<file path="config.mk">
export PLATFORM = sky130hd
export DESIGN_NAME = seven_seg_scan_ctrl
export DESIGN_NICKNAME = d
export VERILOG_FILES = /design/src/rtl/seven_seg_pkg.sv /design/src/rtl/seven_seg_scan_ctrl_timer.sv /design/src/rtl/seven_seg_scan_ctrl.sv
export SDC_FILE = /design/constraint.sdc
export NUM_CORES = 1
export LEC_CHECK = 0
export CAP_MARGIN = 20
export CORE_ASPECT_RATIO = 1.4
export CORE_MARGIN = 2
export CORE_UTILIZATION = 35
export CTS_CLUSTER_DIAMETER = 30
export CTS_CLUSTER_SIZE = 8
export DETAILED_ROUTE_END_ITERATION = 16
export HOLD_SLACK_MARGIN = 0.06
export PLACE_DENSITY_LB_ADDON = 0.08
export SLEW_MARGIN = 5
export SYNTH_ARGS = -nofsm -noshare
export SYNTH_HDL_FRONTEND = slang
export SYNTH_HIERARCHICAL = 1
export SYNTH_SLANG_ARGS = --single-unit
</file>
<file path="constraint.sdc">
create_clock -name clk -period 3 [get_ports clk]
set_input_delay 0.9 -clock clk [delete_from_list [all_inputs] [get_ports clk]]
set_output_delay 0.9 -clock clk [all_outputs]
set_load 0.02 [all_outputs]
</file>
<file path="src/rtl/seven_seg_pkg.sv">
// Shared types and helpers for the multiplexed 7-segment scan controller.
package seven_seg_pkg;

  localparam int unsigned NIBBLE_W   = 4;
  localparam int unsigned MAX_DIGITS = 8;
  localparam logic [NIBBLE_W-1:0] BCD_BLANK = 4'hF;

  typedef enum logic [1:0] {
    IDLE = 2'd0,
    SHOW = 2'd1,
    GAP  = 2'd2
  } scan_state_e;

  // Bit k set when nibble k and every nibble above it are zero; digit 0 is never masked.
  function automatic logic [MAX_DIGITS-1:0] lead_zero_mask(
    input logic [MAX_DIGITS*NIBBLE_W-1:0] v
  );
    logic zero_above;
    lead_zero_mask = '0;
    zero_above     = 1'b1;
    for (int k = MAX_DIGITS - 1; k >= 1; k--) begin
      zero_above        = zero_above && (v[k*NIBBLE_W +: NIBBLE_W] == '0);
      lead_zero_mask[k] = zero_above;
    end
  endfunction

endpackage

</file>
<file path="src/rtl/seven_seg_scan_ctrl_timer.sv">
// Loadable down-counter with terminal-count flag, shared by the dwell and gap periods.
module scan_dwell_timer #(
  parameter int unsigned W = 4
) (
  input  logic         clk,
  input  logic         rst,
  input  logic         clear,
  input  logic         load,
  input  logic [W-1:0] load_val,
  output logic         tc_c,
  output logic [W-1:0] count_next_c
);

  logic [W-1:0] count;

  always_comb begin
    count_next_c = count;
    if (clear) begin
      count_next_c = '0;
    end else if (load) begin
      count_next_c = load_val;
    end else if (count != '0) begin
      count_next_c = count - W'(1);
    end
  end

  always_ff @(posedge clk) begin
    if (rst) begin
      count <= '0;
    end else begin
      count <= count_next_c;
    end
  end

  assign tc_c = (count == '0);

endmodule

</file>
<file path="src/rtl/seven_seg_scan_ctrl.sv">
// Time-multiplexed 7-segment scan controller with frame-synchronous value updates.
// Optional leading-zero blanking: define SEVEN_SEG_LEADING_ZERO_BLANK_EN.
module seven_seg_scan_ctrl
  import seven_seg_pkg::*;
#(
  parameter int unsigned NUM_DIGITS   = 4,
  parameter int unsigned DWELL_CYCLES = 50000,
  parameter int unsigned GAP_CYCLES   = 2
) (
  input  logic                           clk,
  input  logic                           rst,
  input  logic                           en,
  input  logic [NUM_DIGITS*NIBBLE_W-1:0] digits_in,
  input  logic                           load,
  output logic [NIBBLE_W-1:0]            bcd_out,
  output logic [NUM_DIGITS-1:0]          digit_sel,
  output logic                           frame_done
);

  localparam int unsigned DATA_W  = NUM_DIGITS * NIBBLE_W;
  localparam int unsigned IDX_W   = $clog2(NUM_DIGITS);
  localparam int unsigned TMR_MAX = (DWELL_CYCLES > GAP_CYCLES) ? DWELL_CYCLES : GAP_CYCLES;
  localparam int unsigned TMR_W   = $clog2(TMR_MAX + 1);
  localparam logic [IDX_W-1:0] LAST_IDX   = IDX_W'(NUM_DIGITS - 1);
  localparam logic [TMR_W-1:0] DWELL_LOAD = TMR_W'(DWELL_CYCLES - 1);
  localparam logic [TMR_W-1:0] GAP_LOAD   = TMR_W'((GAP_CYCLES > 0) ? GAP_CYCLES - 1 : 0);
  // frame_done marks the last cycle before the wrap: end of the last gap, or of the last dwell when gaps are off.
  localparam scan_state_e FD_STATE = (GAP_CYCLES > 0) ? GAP : SHOW;

  scan_state_e       state, state_n;
  logic [IDX_W-1:0]  idx, idx_n;
  logic [DATA_W-1:0] staging, staging_n;
  logic [DATA_W-1:0] shadow, shadow_n;
  logic              pending, pending_n;
  logic              boundary, adv;
  logic              tmr_clear, tmr_load, tmr_tc;
  logic [TMR_W-1:0]  tmr_val, tmr_next;
  logic [NIBBLE_W-1:0]   bcd_n;
  logic [NUM_DIGITS-1:0] sel_n;
  logic                  fd_n;

  scan_dwell_timer #(.W(TMR_W)) u_timer (
    .clk          (clk),
    .rst          (rst),
    .clear        (tmr_clear),
    .load         (tmr_load),
    .load_val     (tmr_val),
    .tc_c         (tmr_tc),
    .count_next_c (tmr_next)
  );

  // State, staging/shadow registers and registered outputs.
  always_ff @(posedge clk) begin
    if (rst) begin
      state      <= IDLE;
      idx        <= '0;
      staging    <= '0;
      shadow     <= '0;
      pending    <= 1'b0;
      bcd_out    <= BCD_BLANK;
      digit_sel  <= '0;
      frame_done <= 1'b0;
    end else begin
      state      <= state_n;
      idx        <= idx_n;
      staging    <= staging_n;
      shadow     <= shadow_n;
      pending    <= pending_n;
      bcd_out    <= bcd_n;
      digit_sel  <= sel_n;
      frame_done <= fd_n;
    end
  end

  // Next-state, timer control and frame-boundary value transfer.
  always_comb begin
    state_n   = state;
    idx_n     = idx;
    tmr_clear = 1'b0;
    tmr_load  = 1'b0;
    tmr_val   = DWELL_LOAD;
    boundary  = 1'b0;
    adv       = 1'b0;
    if (!en) begin
      state_n   = IDLE;
      idx_n     = '0;
      tmr_clear = 1'b1;
    end else begin
      case (state)
        IDLE: begin
          state_n  = SHOW;
          idx_n    = '0;
          tmr_load = 1'b1;
          boundary = 1'b1;
        end
        SHOW: begin
          if (tmr_tc) begin
            if (GAP_CYCLES > 0) begin
              state_n  = GAP;
              tmr_load = 1'b1;
              tmr_val  = GAP_LOAD;
            end else begin
              adv = 1'b1;
            end
          end
        end
        GAP: begin
          if (tmr_tc) adv = 1'b1;
        end
        default: begin
          state_n   = IDLE;
          idx_n     = '0;
          tmr_clear = 1'b1;
        end
      endcase
    end
    if (adv) begin
      state_n  = SHOW;
      tmr_load = 1'b1;
      tmr_val  = DWELL_LOAD;
      if (idx == LAST_IDX) begin
        idx_n    = '0;
        boundary = 1'b1;
      end else begin
        idx_n = idx + IDX_W'(1);
      end
    end
    // Shadow takes the old staging; a coincident load refills staging and keeps pending set.
    shadow_n  = (boundary && pending) ? staging : shadow;
    pending_n = load ? 1'b1 : (boundary ? 1'b0 : pending);
    staging_n = load ? digits_in : staging;
  end

`ifdef SEVEN_SEG_LEADING_ZERO_BLANK_EN
  logic [MAX_DIGITS-1:0] lz_mask;
  assign lz_mask = lead_zero_mask((MAX_DIGITS*NIBBLE_W)'(shadow_n));
`endif

  // Output values for the cycle being entered, so select and nibble switch together.
  always_comb begin
    sel_n = '0;
    bcd_n = BCD_BLANK;
    fd_n  = 1'b0;
    if (state_n == SHOW) begin
      sel_n = NUM_DIGITS'(1) << idx_n;
      bcd_n = shadow_n[idx_n*NIBBLE_W +: NIBBLE_W];
`ifdef SEVEN_SEG_LEADING_ZERO_BLANK_EN
      if (lz_mask[idx_n]) bcd_n = BCD_BLANK;
`endif
    end
    if ((state_n == FD_STATE) && (idx_n == LAST_IDX) && (tmr_next == '0)) begin
      fd_n = 1'b1;
    end
  end

endmodule

</file>
==> After elaboration in Yosys (flattened, before gate mapping) <==
Index checks and enable logic that the tools add are counted.
{ "word_totals": {"register_bits": 62, "in_bits": 20, "out_inout_bits": 9, "word_cells": 62} }
{ "op_classes": {"addsub": 2, "n_eq_ne": 6, "shifts": 2, "muxes": 31, "n_bitwise": 1, "n_reduce_logical": 11} }
{ "op_table": {"columns": ["op", "count"], "rows": [
  ["16-bit two-way mux", 8],
  ["16-bit logical NOT", 2],
  ["16-bit nonzero test", 1],
  ["16-bit by 5-bit variable part select with 4-bit output", 1],
  ["16-bit by 1-bit subtractor with 16-bit output, second input constant", 1],
  ["1-bit two-way mux", 14],
  ["2-bit two-way mux", 7],
  ["2-bit == test, second input constant", 4],
  ["2-bit case mux with 3 select lines", 1],
  ["2-bit by 1-bit == test with 1-bit output, second input constant", 2],
  ["2-bit OR reduction", 2],
  ["1-bit by 2-bit left shift with 4-bit output, first input constant", 1],
  ["1-bit logical AND", 3],
  ["3-bit OR reduction", 1],
  ["2-bit by 1-bit adder with 2-bit output, second input constant", 1],
  ["2-bit logical NOT", 1],
  ["1-bit case mux with 2 select lines", 1],
  ["2-bit nonzero test", 1],
  ["1-bit inverter", 1]
]} }

==> Longest topological paths before layout <==
Gate-level depths: netlist of the first run.
{ "logic_depth": {"word_depth": 10, "depth_mapped": 17} }

==> Hierarchy <==
Netlist of the first run, hierarchy kept.
{ "modules_own_cells": {"columns": ["mod", "n_inst", "cells_each", "area_each_um2", "seq_area_each_um2"], "rows": [
  ["seven_seg_scan_ctrl", 1, 184, 1954.4, 920.9],
  ["scan_dwell_timer", 1, 163, 1221.2, 320.3]
]} }

==> Least setup slack after synthesis of the first run <==
OpenSTA, ideal clock, no wires.
{ "synth_path": {"kind": "register to register", "start": "reg u_timer.count[0]", "end": "reg frame_done", "t_arrival_ns": 3.115, "t_required_ns": 2.939, "path_slack_ns": -0.176, "stages_incl_launch_ff": 18, "period_less_slack_ns": 3.176, "path_cell_list": "dfxtp_1 -> inv_1 -> ha_1 -> nor4b_4 -> nand4_1 -> inv_2 -> inv_1 -> nor2_1 -> o21a_1 -> clkbuf_1 -> clkbuf_1 -> nor3_1 -> mux2i_1 -> nand2_1 -> nor4_1 -> nand4_1 -> nor2_1 -> and4b_1"} }
{ "synth_between": {"elab_chain_len": 10, "word_cells_on_any_way": 27} }
{ "synth_rtl": {"columns": ["element", "line", "text"], "rows": [
  ["from (decl)", "seven_seg_scan_ctrl_timer.sv:14", "logic [W-1:0] count;"],
  ["from (signal assigned)", "seven_seg_scan_ctrl_timer.sv:31", "count <= count_next_c;"],
  ["16-bit logical NOT (*)", "seven_seg_scan_ctrl_timer.sv:35", "assign tc_c = (count == '0);"],
  ["named net tmr_tc", "seven_seg_scan_ctrl.sv:36", "logic tmr_clear, tmr_load, tmr_tc;"],
  ["1-bit two-way mux (*)", "seven_seg_scan_ctrl.sv:97", "if (tmr_tc) begin"],
  ["1-bit case mux with 2 select lines or 1-bit two-way mux (tied branches)", null, null],
  ["1-bit two-way mux", "seven_seg_scan_ctrl.sv:84", "if (!en) begin"],
  ["1-bit two-way mux (*)", "seven_seg_scan_ctrl.sv:117", "if (adv) begin"],
  ["named net tmr_load", "seven_seg_scan_ctrl.sv:36", null],
  ["16-bit two-way mux (*)", "seven_seg_scan_ctrl_timer.sv:20", "end else if (load) begin"],
  ["16-bit two-way mux (*)", "seven_seg_scan_ctrl_timer.sv:18", "if (clear) begin"],
  ["named net tmr_next[1]", "seven_seg_scan_ctrl.sv:37", "logic [TMR_W-1:0] tmr_val, tmr_next;"],
  ["16-bit logical NOT (*)", "seven_seg_scan_ctrl.sv:151", "if ((state_n == FD_STATE) && (idx_n == LAST_IDX) && (tmr_next == '0)) begin"],
  ["1-bit logical AND (*)", "seven_seg_scan_ctrl.sv:151", null],
  ["1-bit two-way mux (*)", "seven_seg_scan_ctrl.sv:151", null],
  ["to (signal assigned)", "seven_seg_scan_ctrl.sv:71", "frame_done <= fd_n;"],
  ["to (decl)", "seven_seg_scan_ctrl.sv:17", "output logic frame_done"]
]} }
Mark *: on every way through the listed nets, which the timed path passes. The rest lies on a longest branch.
A chain may end at the register's enable or synchronous reset.

==> Final worst setup path of the first run <==
Same ends and word-level chain as after synthesis.

==> results.yml, run 1 <==
worst_setup_path:
  startpoint: "u_timer/count[0]$_SDFF_PP0_"
  reg2regPathDepth: 17
  slowest_delay_ns: 0.33
  worst-setup-path-type: "flop to flop"
  path_max_fanout: 7
  end_kind: "flop"
  path_common_cell: "inv_2"
  crit_path_start_kind: "flop"
  required_ns: 3.27
  crit_chain: "inv_2, ha_4, nor4b_4, nand4_1, inv_2, inv_2, nor2_2, o21a_2, buf_4, clkbuf_16, a221oi_2, nor3_1, nor4_4, buf_4, nand4_1, nor2_1, and4b_1"
  timing.rr.start: "u_timer/count[0]$_SDFF_PP0_"
  cp_slowest_cell: "dfxtp_2"
  crit_arrival_ns: 3.09
sta:
  hold_viol: 0
  slew_viol_final: 0
  setup_violations: 0
  finClkSkew_ns: 0.0113
  fin_crit_sh_pct: 94.1
  tns_ns: 0
  fin_crit_ns: 2.82
  fmax_mhz: 354
synthesis:
  yosys.area_share.xor_xnor_pct: 0.552
  synth_compound_area_share_pct: 13.1
  synth_cells: 347
  synth_top_family_by_area: "simple AND/OR/NAND/NOR gates"
  synth_ff_type: "dfxtp_1"
  syn_avg_cell_area_sq_um: 9.15
  yosysTopAreaCell: "dfxtp_1"
  yosys_warnings: 6
  synth_edf_count: 0
  synthDistinctLibCells: 60
  post_synth_main_area_contributors: "dfxtp_1 39%, mux2i_1 11%, nor2_1 7.9%"
  synth_top_cell_area_share_pct: 39.1
  async_flop_share_pct: 0
  synthSimpleGateAreaFrac_pct: 25.8
  ys_ff_latch: 62
  netlist_area_sq_um: 3180
  synthMuxAreaShare_pct: 14.1
  yosysSeqAreaShare_pct: 39.1
  synthAdderAreaFrac_pct: 2.76
detailed_routing:
  drt-vias-per-instance: 5.27
  routedWlPerCell_um: 15.9
  drc: 0
  routed_wl_um: 8620
  vias: 2867
  drt_iter0_drc: 88
  drtAntennaViolNets: 0
  drtPass1Iterations: 4
finish:
  final_cell_area_sq_um: 4370
  nNetsFinal: 459
  drive_above_1_share_pct: 28.6
  n_antenna_cell: 0
  regArea_sq_um: 1240
  fill_cells: 889
  multi_input_area_sq_um: 1890
  synthToLayoutAreaGrowth_pct: 37.7
floorplan:
  start_util_pct: 35.6
  pin_count: 29
  die_area_sq_um: 9860
  core_area_sq_um: 8930
  placementRows: 41
  die_y_um: 117
  die_w_um: 84.5
placement:
  placed_area_sq_um: 3900
  routabilityCongestion: 0.894
  dp_hpwl_um: 6210
  port_buffers: 28
global_route:
  grt_pass1_vias: 2803
  grt_pass1_wl_um: 13800
  antenna_found_initial: 0
  overflow: 0
  grt_usage_pct: 17.9
  grt_max_degree: 32
clock_network:
  clk_latency_ns: 0.33
  clock_path_buffers: 2
  root_buffer: "clkbuf_16"
  cts_buffers: 9
  cts_tree: "done"
  cts_sinks: 62
  htree_levels: 3
  clk_pin_slew_ns: 0.06
  hold_buffers: 0
run:
  cap_violations: 0
pwr:
  peakVddDrop_mv: 0.578
  totalPowerFinal_uw: 2530
  p_per_area_nw_per_um2: 579
  p_leak_uw: 0.00189
run_status:
  run_status: "finished, final reports clean"
worst_hold_path:
  hold_class: "flop to flop"
  whs_path_depth: 2
  min_from: "shadow[2]$_SDFF_PP0_"
-- final timing paths --
check,end,slack (ns)
hold reg to reg,shadow[2]$_SDFF_PP0_,0.49
setup / recovery,frame_done$_SDFF_PP0_,0.18
setup reg to reg,frame_done$_SDFF_PP0_,0.18
hold / removal,shadow[2]$_SDFF_PP0_,0.49
-- through the flow --
step	worst slack [ns]	cells	hold slack (ns)	util, %
floorplan	0.0317	353	0.454	-
global placement	-0.128	516	0.470	43.7
detailed placement	-0.166	516	0.481	43.7
CTS	0.0301	532	0.494	47.0
global route	-0.0377	544	0.525	49.0
finish	0.178	544	0.486	49.0
-- registers in the layout, indices dropped and copies added, names as in the netlist --
signal,count
bcd_out,4
digit_sel,4
frame_done,1
idx,2
pending,1
shadow,16
staging,16
state,2
u_timer/count,16
-- cells in the mapped netlist, types with 2 or more instances --
library cell and count:
xnor2_1 2, ha_1 7, a311oi_1 3, nand2b_1 2, nand2_1 9, a22oi_2 3, nor2_1 67, nor4_1 9
or2_2 2, mux2_2 5, a311oi_2 2, o311a_1 2, mux2_4 2, nand4_1 5, o21a_1 2, clkbuf_1 16
o31ai_1 4, nor2b_1 4, a21oi_1 6, inv_1 9, a22oi_1 2, o21ai_0 5, or3_1 2, nor3b_1 3
a31oi_1 5, a221oi_1 2, dfxtp_1 62, a211oi_1 6, mux2i_1 35, nor3_1 22, and3_1 2, conb_1 2
and2_1 6, nor4_2 2, buf_2 2, nor3_2 2, o41a_1 3
-- repair_timing --
| item | in CTS | in global routing |
|---|---|---|
| resized for setup | 2 | 22 |
| gates cloned | 0 | 1 |
| buffers inserted | 0 | 11 |
| endpoints found under the setup margin | 1 | 1 |
| pin swaps | 0 | 13 |
-- cell families after synthesis --
family                   after synthesis
XOR/XNOR                               2
multiplexers                          43
buffers and inverters                 30
flip-flops                            62
AND/OR/NAND/NOR                      151
other                                  2
AO/OA/AOI/OAI                         50
adder cells (fa/ha/maj)                7
-- final cells by class --
cell class | instances | share of cell area [%]
Clock inverter | 5 | 1.37
Clock buffer | 11 | 5.32
Multi-Input combinational cell | 261 | 43.2
Sequential cell | 62 | 28.4
Timing Repair Buffer | 88 | 17.8
Tap cell | 107 | 3.06
Inverter | 10 | 0.858
-- per-layer routing --
layer	part of all wire [%]	GRT usage, %
met5	0	0
met4	5.7	11.7
met3	4.6	3.75
met2	50	31.1
met1	40	19.8
-- layout by cell type, fill, tap and decap left out, types with 3 or more instances in the layout --
master / n
ha_1: 5
nand2_2: 3
a22oi_2: 3
mux2_2: 5
clkdlybuf4s50_1: 28
o41a_1: 3
nor4_1: 7
a211oi_1: 5
conb_1: 8
mux2i_1: 35
nor2_1: 63
buf_4: 56
clkbuf_16: 10
nor3b_1: 3
a21oi_1: 6
a31oi_1: 5
nand2_1: 7
o31ai_1: 4
inv_1: 6
nand4_1: 5
a311oi_1: 3
and2_1: 6
o21ai_0: 4
nor4_2: 3
inv_2: 4
nor2_2: 4
dfxtp_1: 60
nor3_1: 22
nor2b_1: 4
-- critical path, delay by kind of cell (launching register included) --
| family | cells | cell delay, ns |
|---|---|---|
| AOI/OAI and AO/OA | 2 | 0.49 |
| DFF | 1 | 0.33 |
| and+or+nand+nor | 8 | 1.15 |
| buffers and inverters | 6 | 0.63 |
| adders and majority gates | 1 | 0.15 |
-- power breakdown --
group | switching, uW | internal [uW]
Clock | 375 | 644
Sequential | 26.1 | 866
Combinational | 318 | 301
Power figures use the tool's default switching activity.
==> run 2: changes to the inputs <==
--- a/config.mk
+++ b/config.mk
@@ -14,6 +14,7 @@
 export DETAILED_ROUTE_END_ITERATION = 16
 export HOLD_SLACK_MARGIN = 0.06
 export PLACE_DENSITY_LB_ADDON = 0.08
+export SETUP_SLACK_MARGIN = 0.2
 export SLEW_MARGIN = 5
 export SYNTH_ARGS = -nofsm -noshare
 export SYNTH_HDL_FRONTEND = slang
==> results.yml, run 2 (synthesis results as in run 1) <==
sta:
  timing.hold.ws_ns: 0.489
  finClkSkew_ns: 0.00569
  setup_violations: 0
  fin_crit_ns: 2.88
  tns_ns: 0
  hold_viol: 0
  setup_slack_ns: 0.121
  fin_crit_sh_pct: 96.0
  slew_viol_final: 0
  fmax_mhz: 347
  rsz0062_at_grt: "yes"
detailed_routing:
  drtPass1Iterations: 4
  drt_iter0_drc: 135
  drtAntennaViolNets: 0
  routed_wl_um: 8670
  vias: 2893
  drt-vias-per-instance: 5.29
  routedWlPerCell_um: 15.8
  drc: 0
clock_network:
  cts_sinks: 62
  clock_path_buffers: 2
  root_buffer: "clkbuf_16"
  cts_tree: "done"
  clk_pin_slew_ns: 0.05
  cts_buffers: 9
  clk_latency_ns: 0.33
  htree_levels: 3
finish:
  n_antenna_cell: 0
  drive_above_1_share_pct: 28.2
  synthToLayoutAreaGrowth_pct: 39.0
  final_cell_mix: "64 x nor2_1, 61 x dfxtp_1, 55 x buf_4"
  final_cell_area_sq_um: 4420
  mostFrequentLayoutCell: "nor2_1"
  nNetsFinal: 462
  top_regs: "shadow: 16 flops, staging: 16 flops, u_timer/count: 16 flops"
global_route:
  overflow: 0
  grt_pass1_wl_um: 14000
  grt_pass1_vias: 2919
  grt_max_degree: 26
  antenna_found_initial: 0
  grt_usage_pct: 18.3
pwr:
  switching_share_pct: 27.9
  p_leak_uw: 0.00192
  totalPowerFinal_uw: 2620
  peakVddDrop_mv: 0.358
  combPwrFrac_pct: 24.8
  p_switching_uw: 730
  clockPowerShare_pct: 41.0
  p_per_area_nw_per_um2: 593
  power.sequential.fraction_pct: 34.2
  p_int_uw: 1890
placement:
  place_ws_ns: -0.0580
  placed_area_sq_um: 3920
  port_buffers: 28
  dp_hpwl_um: 6180
  routabilityCongestion: 0.890
floorplan:
  pin_count: 29
  die_area_sq_um: 9860
  placementRows: 41
  die_w_um: 84.5
  start_util_pct: 35.6
  die_y_um: 117
  core_area_sq_um: 8930
worst_setup_path:
  crit_arrival_ns: 3.15
  required_ns: 3.27
  crit_path_start_kind: "flop"
  path_max_fanout: 7
  end_kind: "flop"
  worst-setup-path-type: "flop to flop"
worst_hold_path:
  hold_class: "flop to flop"
run_status:
  run_status: "finished, final reports clean"
run:
  cap_violations: 0
## run 2: final timing paths
check                              startpoint               endpoint  slack (ns)  cells past startpoint
hold / removal           shadow[0]$_SDFF_PP0_   shadow[0]$_SDFF_PP0_        0.49                      2
hold reg to reg          shadow[0]$_SDFF_PP0_   shadow[0]$_SDFF_PP0_        0.49                      2
setup / recovery  u_timer/count[0]$_SDFF_PP0_  frame_done$_SDFF_PP0_        0.12                     17
setup reg to reg  u_timer/count[0]$_SDFF_PP0_  frame_done$_SDFF_PP0_        0.12                     17
## run 2: routing by layer
| layer | track usage, % | part of all wire [%] | vias to the layer above |
|---|---|---|---|
| met5 | 0 | 0 | - |
| met2 | 32.9 | 52 | 77 |
| li1 | - | - | 1430 |
| met4 | 12.9 | 4.8 | 0 |
| met1 | 19.3 | 40 | 1354 |
| met3 | 3.32 | 3.4 | 32 |
## run 2: worst max-delay path, cell delays in order, from the launching register on
cell     delay (ns)
dfxtp_2        0.32
inv_2          0.07
ha_4           0.15
nor4b_4        0.27
nand4_1        0.22
inv_2          0.13
inv_2          0.04
nor2_2         0.09
o21a_4         0.19
buf_12         0.13
o21ai_0        0.07
mux2i_1        0.23
nor2_1         0.09
nor4_2         0.28
buf_4          0.15
nand4_1        0.08
nor2_1         0.10
and4b_1        0.20
## run 2: timing repair
action,CTS,global route
gates cloned,0,1
setup buffers,10,2
endpoints found under the setup margin,1,2
hold endpoints to repair,0,0
resized for setup,4,13
pin swaps,3,6
hold buffers,0,0
## run 2: layout make-up
class	count	area, sq um
well taps	107	134
repair buffers	91	815
inverters	10	37.5
multi-input cells	261	1880
fillers	888	4510
flip-flops and latches	62	1240
clock inverters	4	53.8
clock buffers	12	256
## run 2: through the flow
stage | utilization [%] | instances
finish | 49.5 | 547
global route | 49.5 | 547
global placement | 44.0 | 518
detailed placement | 44.0 | 518
floorplan | - | 353
CTS | 48.5 | 544
## run 2: power by group through the flow
| stage | Combinational (uW) | Sequential (uW) | Clock (uW) |
|---|---|---|---|
| final | 649 | 895 | 1070 |
| after global routing | 703 | 900 | 1140 |
| after CTS | 607 | 894 | 1100 |
| after detailed placement | 564 | 912 | 0 |
| after global placement | 566 | 912 | 0 |
| after floorplan | 333 | 914 | 0 |
==> run 3: changes to the inputs <==
--- a/config.mk
+++ b/config.mk
@@ -13,6 +13,7 @@
 export CTS_CLUSTER_SIZE = 8
 export DETAILED_ROUTE_END_ITERATION = 16
 export HOLD_SLACK_MARGIN = 0.06
+export MAX_ROUTING_LAYER = met4
 export PLACE_DENSITY_LB_ADDON = 0.08
 export SETUP_SLACK_MARGIN = 0.2
 export SLEW_MARGIN = 5
==> results.yml, run 3 (synthesis results as in run 1) <==
clock_network:
  cts_sinks: 62
  cts_tree: "done"
  clock_path_buffers: 2
  htree_levels: 3
  root_buffer: "clkbuf_16"
  clk_pin_slew_ns: 0.05
  clk_latency_ns: 0.33
  cts_buffers: 9
  hold_buffers: 0
worst_setup_path:
  crit_arrival_ns: 3.16
  end_kind: "flop"
  path_common_cell: "inv_2"
  crit_path_start_kind: "flop"
  crit_chain: "inv_2, ha_4, nor4b_4, nand4_1, inv_2, inv_2, nor2_2, o21a_4, buf_12, o21ai_0, mux2i_1, nor2_1, nor4_2, buf_4, nand4_1, nor2_1, and4b_1"
  timing.rr.start: "u_timer/count[0]$_SDFF_PP0_"
  startpoint: "u_timer/count[0]$_SDFF_PP0_"
  worst-setup-path-type: "flop to flop"
  path_max_fanout: 7
  reg2regPathDepth: 17
  required_ns: 3.27
  path_buf_inv: 5
  cpLargestDelayFamily: "simple AND/OR/NAND/NOR gates"
  slowest_delay_ns: 0.32
  r2r_end: "frame_done$_SDFF_PP0_"
  cp_slowest_cell: "dfxtp_2"
  regToRegSetupSlack_ns: 0.12
finish:
  mostFrequentLayoutCell: "nor2_1"
  drive_above_1_share_pct: 28.2
  top_regs: "shadow: 16 flops, staging: 16 flops, u_timer/count: 16 flops"
  fill_cells: 888
  n_antenna_cell: 0
  nNetsFinal: 462
  finalCoreUtilization_pct: 49.5
  synthToLayoutAreaGrowth_pct: 39.0
  final_cell_mix: "64 x nor2_1, 61 x dfxtp_1, 55 x buf_4"
floorplan:
  placementRows: 41
  die_w_um: 84.5
  core_area_sq_um: 8930
  start_util_pct: 35.6
  pin_count: 29
  die_y_um: 117
  die_area_sq_um: 9860
sta:
  fin_crit_ns: 2.88
  fmax_mhz: 347
  fin_crit_sh_pct: 96.1
  timing.hold.ws_ns: 0.488
  rsz0062_at_grt: "yes"
  hold_viol: 0
  setup_violations: 0
  slew_viol_final: 0
  finClkSkew_ns: 0.00539
detailed_routing:
  drc: 0
  drt_iter0_drc: 146
  drt-vias-per-instance: 5.27
  drtAntennaViolNets: 0
  drtPass1Iterations: 5
  routedWlPerCell_um: 15.9
  routed_wl_um: 8680
  vias: 2880
global_route:
  antenna_found_initial: 0
  grt_pass1_vias: 2925
  grt_pass1_wl_um: 14000
  grt_usage_pct: 18.9
  grt_max_degree: 26
  overflow: 0
worst_hold_path:
  hold_class: "flop to flop"
  whs_path_depth: 2
  min_to: "shadow[0]$_SDFF_PP0_"
  min_from: "shadow[0]$_SDFF_PP0_"
pwr:
  combPwrFrac_pct: 24.8
  p_leak_uw: 0.00192
  clockPowerShare_pct: 41.0
  switching_share_pct: 27.9
  p_int_uw: 1890
  power.sequential.fraction_pct: 34.2
  p_per_area_nw_per_um2: 593
  p_switching_uw: 730
  peakVddDrop_mv: 0.358
placement:
  routabilityCongestion: 0.905
  dp_hpwl_um: 6180
  port_buffers: 28
run:
  cap_violations: 0
run_status:
  run_status: "finished, final reports clean"
[run 3: cell type report]
cell class	instances	area (sq um)	area share, %
Multi-Input combinational cell	261	1880	42.5
Sequential cell	62	1240	28.1
Timing Repair Buffer	91	815	18.4
Clock buffer	12	256	5.81
Tap cell	107	134	3.03
Clock inverter	4	53.8	1.22
Inverter	10	37.5	0.850
[run 3: tightest hold or removal path: cells and delay by family (launching register included)]
kind	cells	cell delay [ns]
flops	1	0.30
mux	1	0.08
simple gates	1	0.08
[run 3: how the worst max path moves through the flow]
| stage | depth (start not counted) | to | slack (ns) |
|---|---|---|---|
| 4_1_cts | 17 | frame_done$_SDFF_PP0_ | 0.13 |
| 6_report | 17 | frame_done$_SDFF_PP0_ | 0.12 |
| 3_5_place_dp | 10 | frame_done$_SDFF_PP0_ | -0.06 |
| 5_1_grt | 17 | frame_done$_SDFF_PP0_ | -0.11 |
| 2_1_floorplan | 17 | frame_done$_SDFF_PP0_ | 0.21 |
| 3_3_place_gp | 10 | frame_done$_SDFF_PP0_ | -0.07 |
[run 3: layer usage]
metal | part of all wire [%] | global-route usage, % | vias up
met2 | 53 | 32.9 | 73
li1 | - | - | 1427
met3 | 3.1 | 2.33 | 34
met1 | 40 | 19.4 | 1346
met5 | 0 | - | -
met4 | 4.4 | 14.2 | 0
[run 3: power by group through the flow]
| stage | Sequential, uW | Clock (uW) | Combinational [uW] |
|---|---|---|---|
| floorplan | 914 | 0 | 333 |
| global placement | 912 | 0 | 566 |
| detailed placement | 912 | 0 | 564 |
| CTS | 894 | 1100 | 607 |
| global route | 900 | 1130 | 703 |
| finish | 895 | 1070 | 650 |
[run 3: timing repair]
action / 4_1_cts / 5_1_grt
cloned: 0 / 1
setup buffers: 10 / 2
endpoints found under the setup margin: 1 / 2
endpoints found under the hold margin: 0 / 0
pin swaps: 3 / 6
resized for setup: 4 / 13
[run 3: stage by stage]
stage          instance area, sq um  setup WS [ns]  setup TNS, ns  std cells  total power, uW
2_1_floorplan                  3240          0.214              0        353             1250
3_3_place_gp                   3920        -0.0667        -0.0667        518             1480
3_5_place_dp                   3920        -0.0580        -0.0580        518             1480
4_1_cts                        4330          0.133              0        544             2600
5_1_grt                        4420         -0.114         -0.114        547             2740
6_report                       4420          0.116              0        547             2620
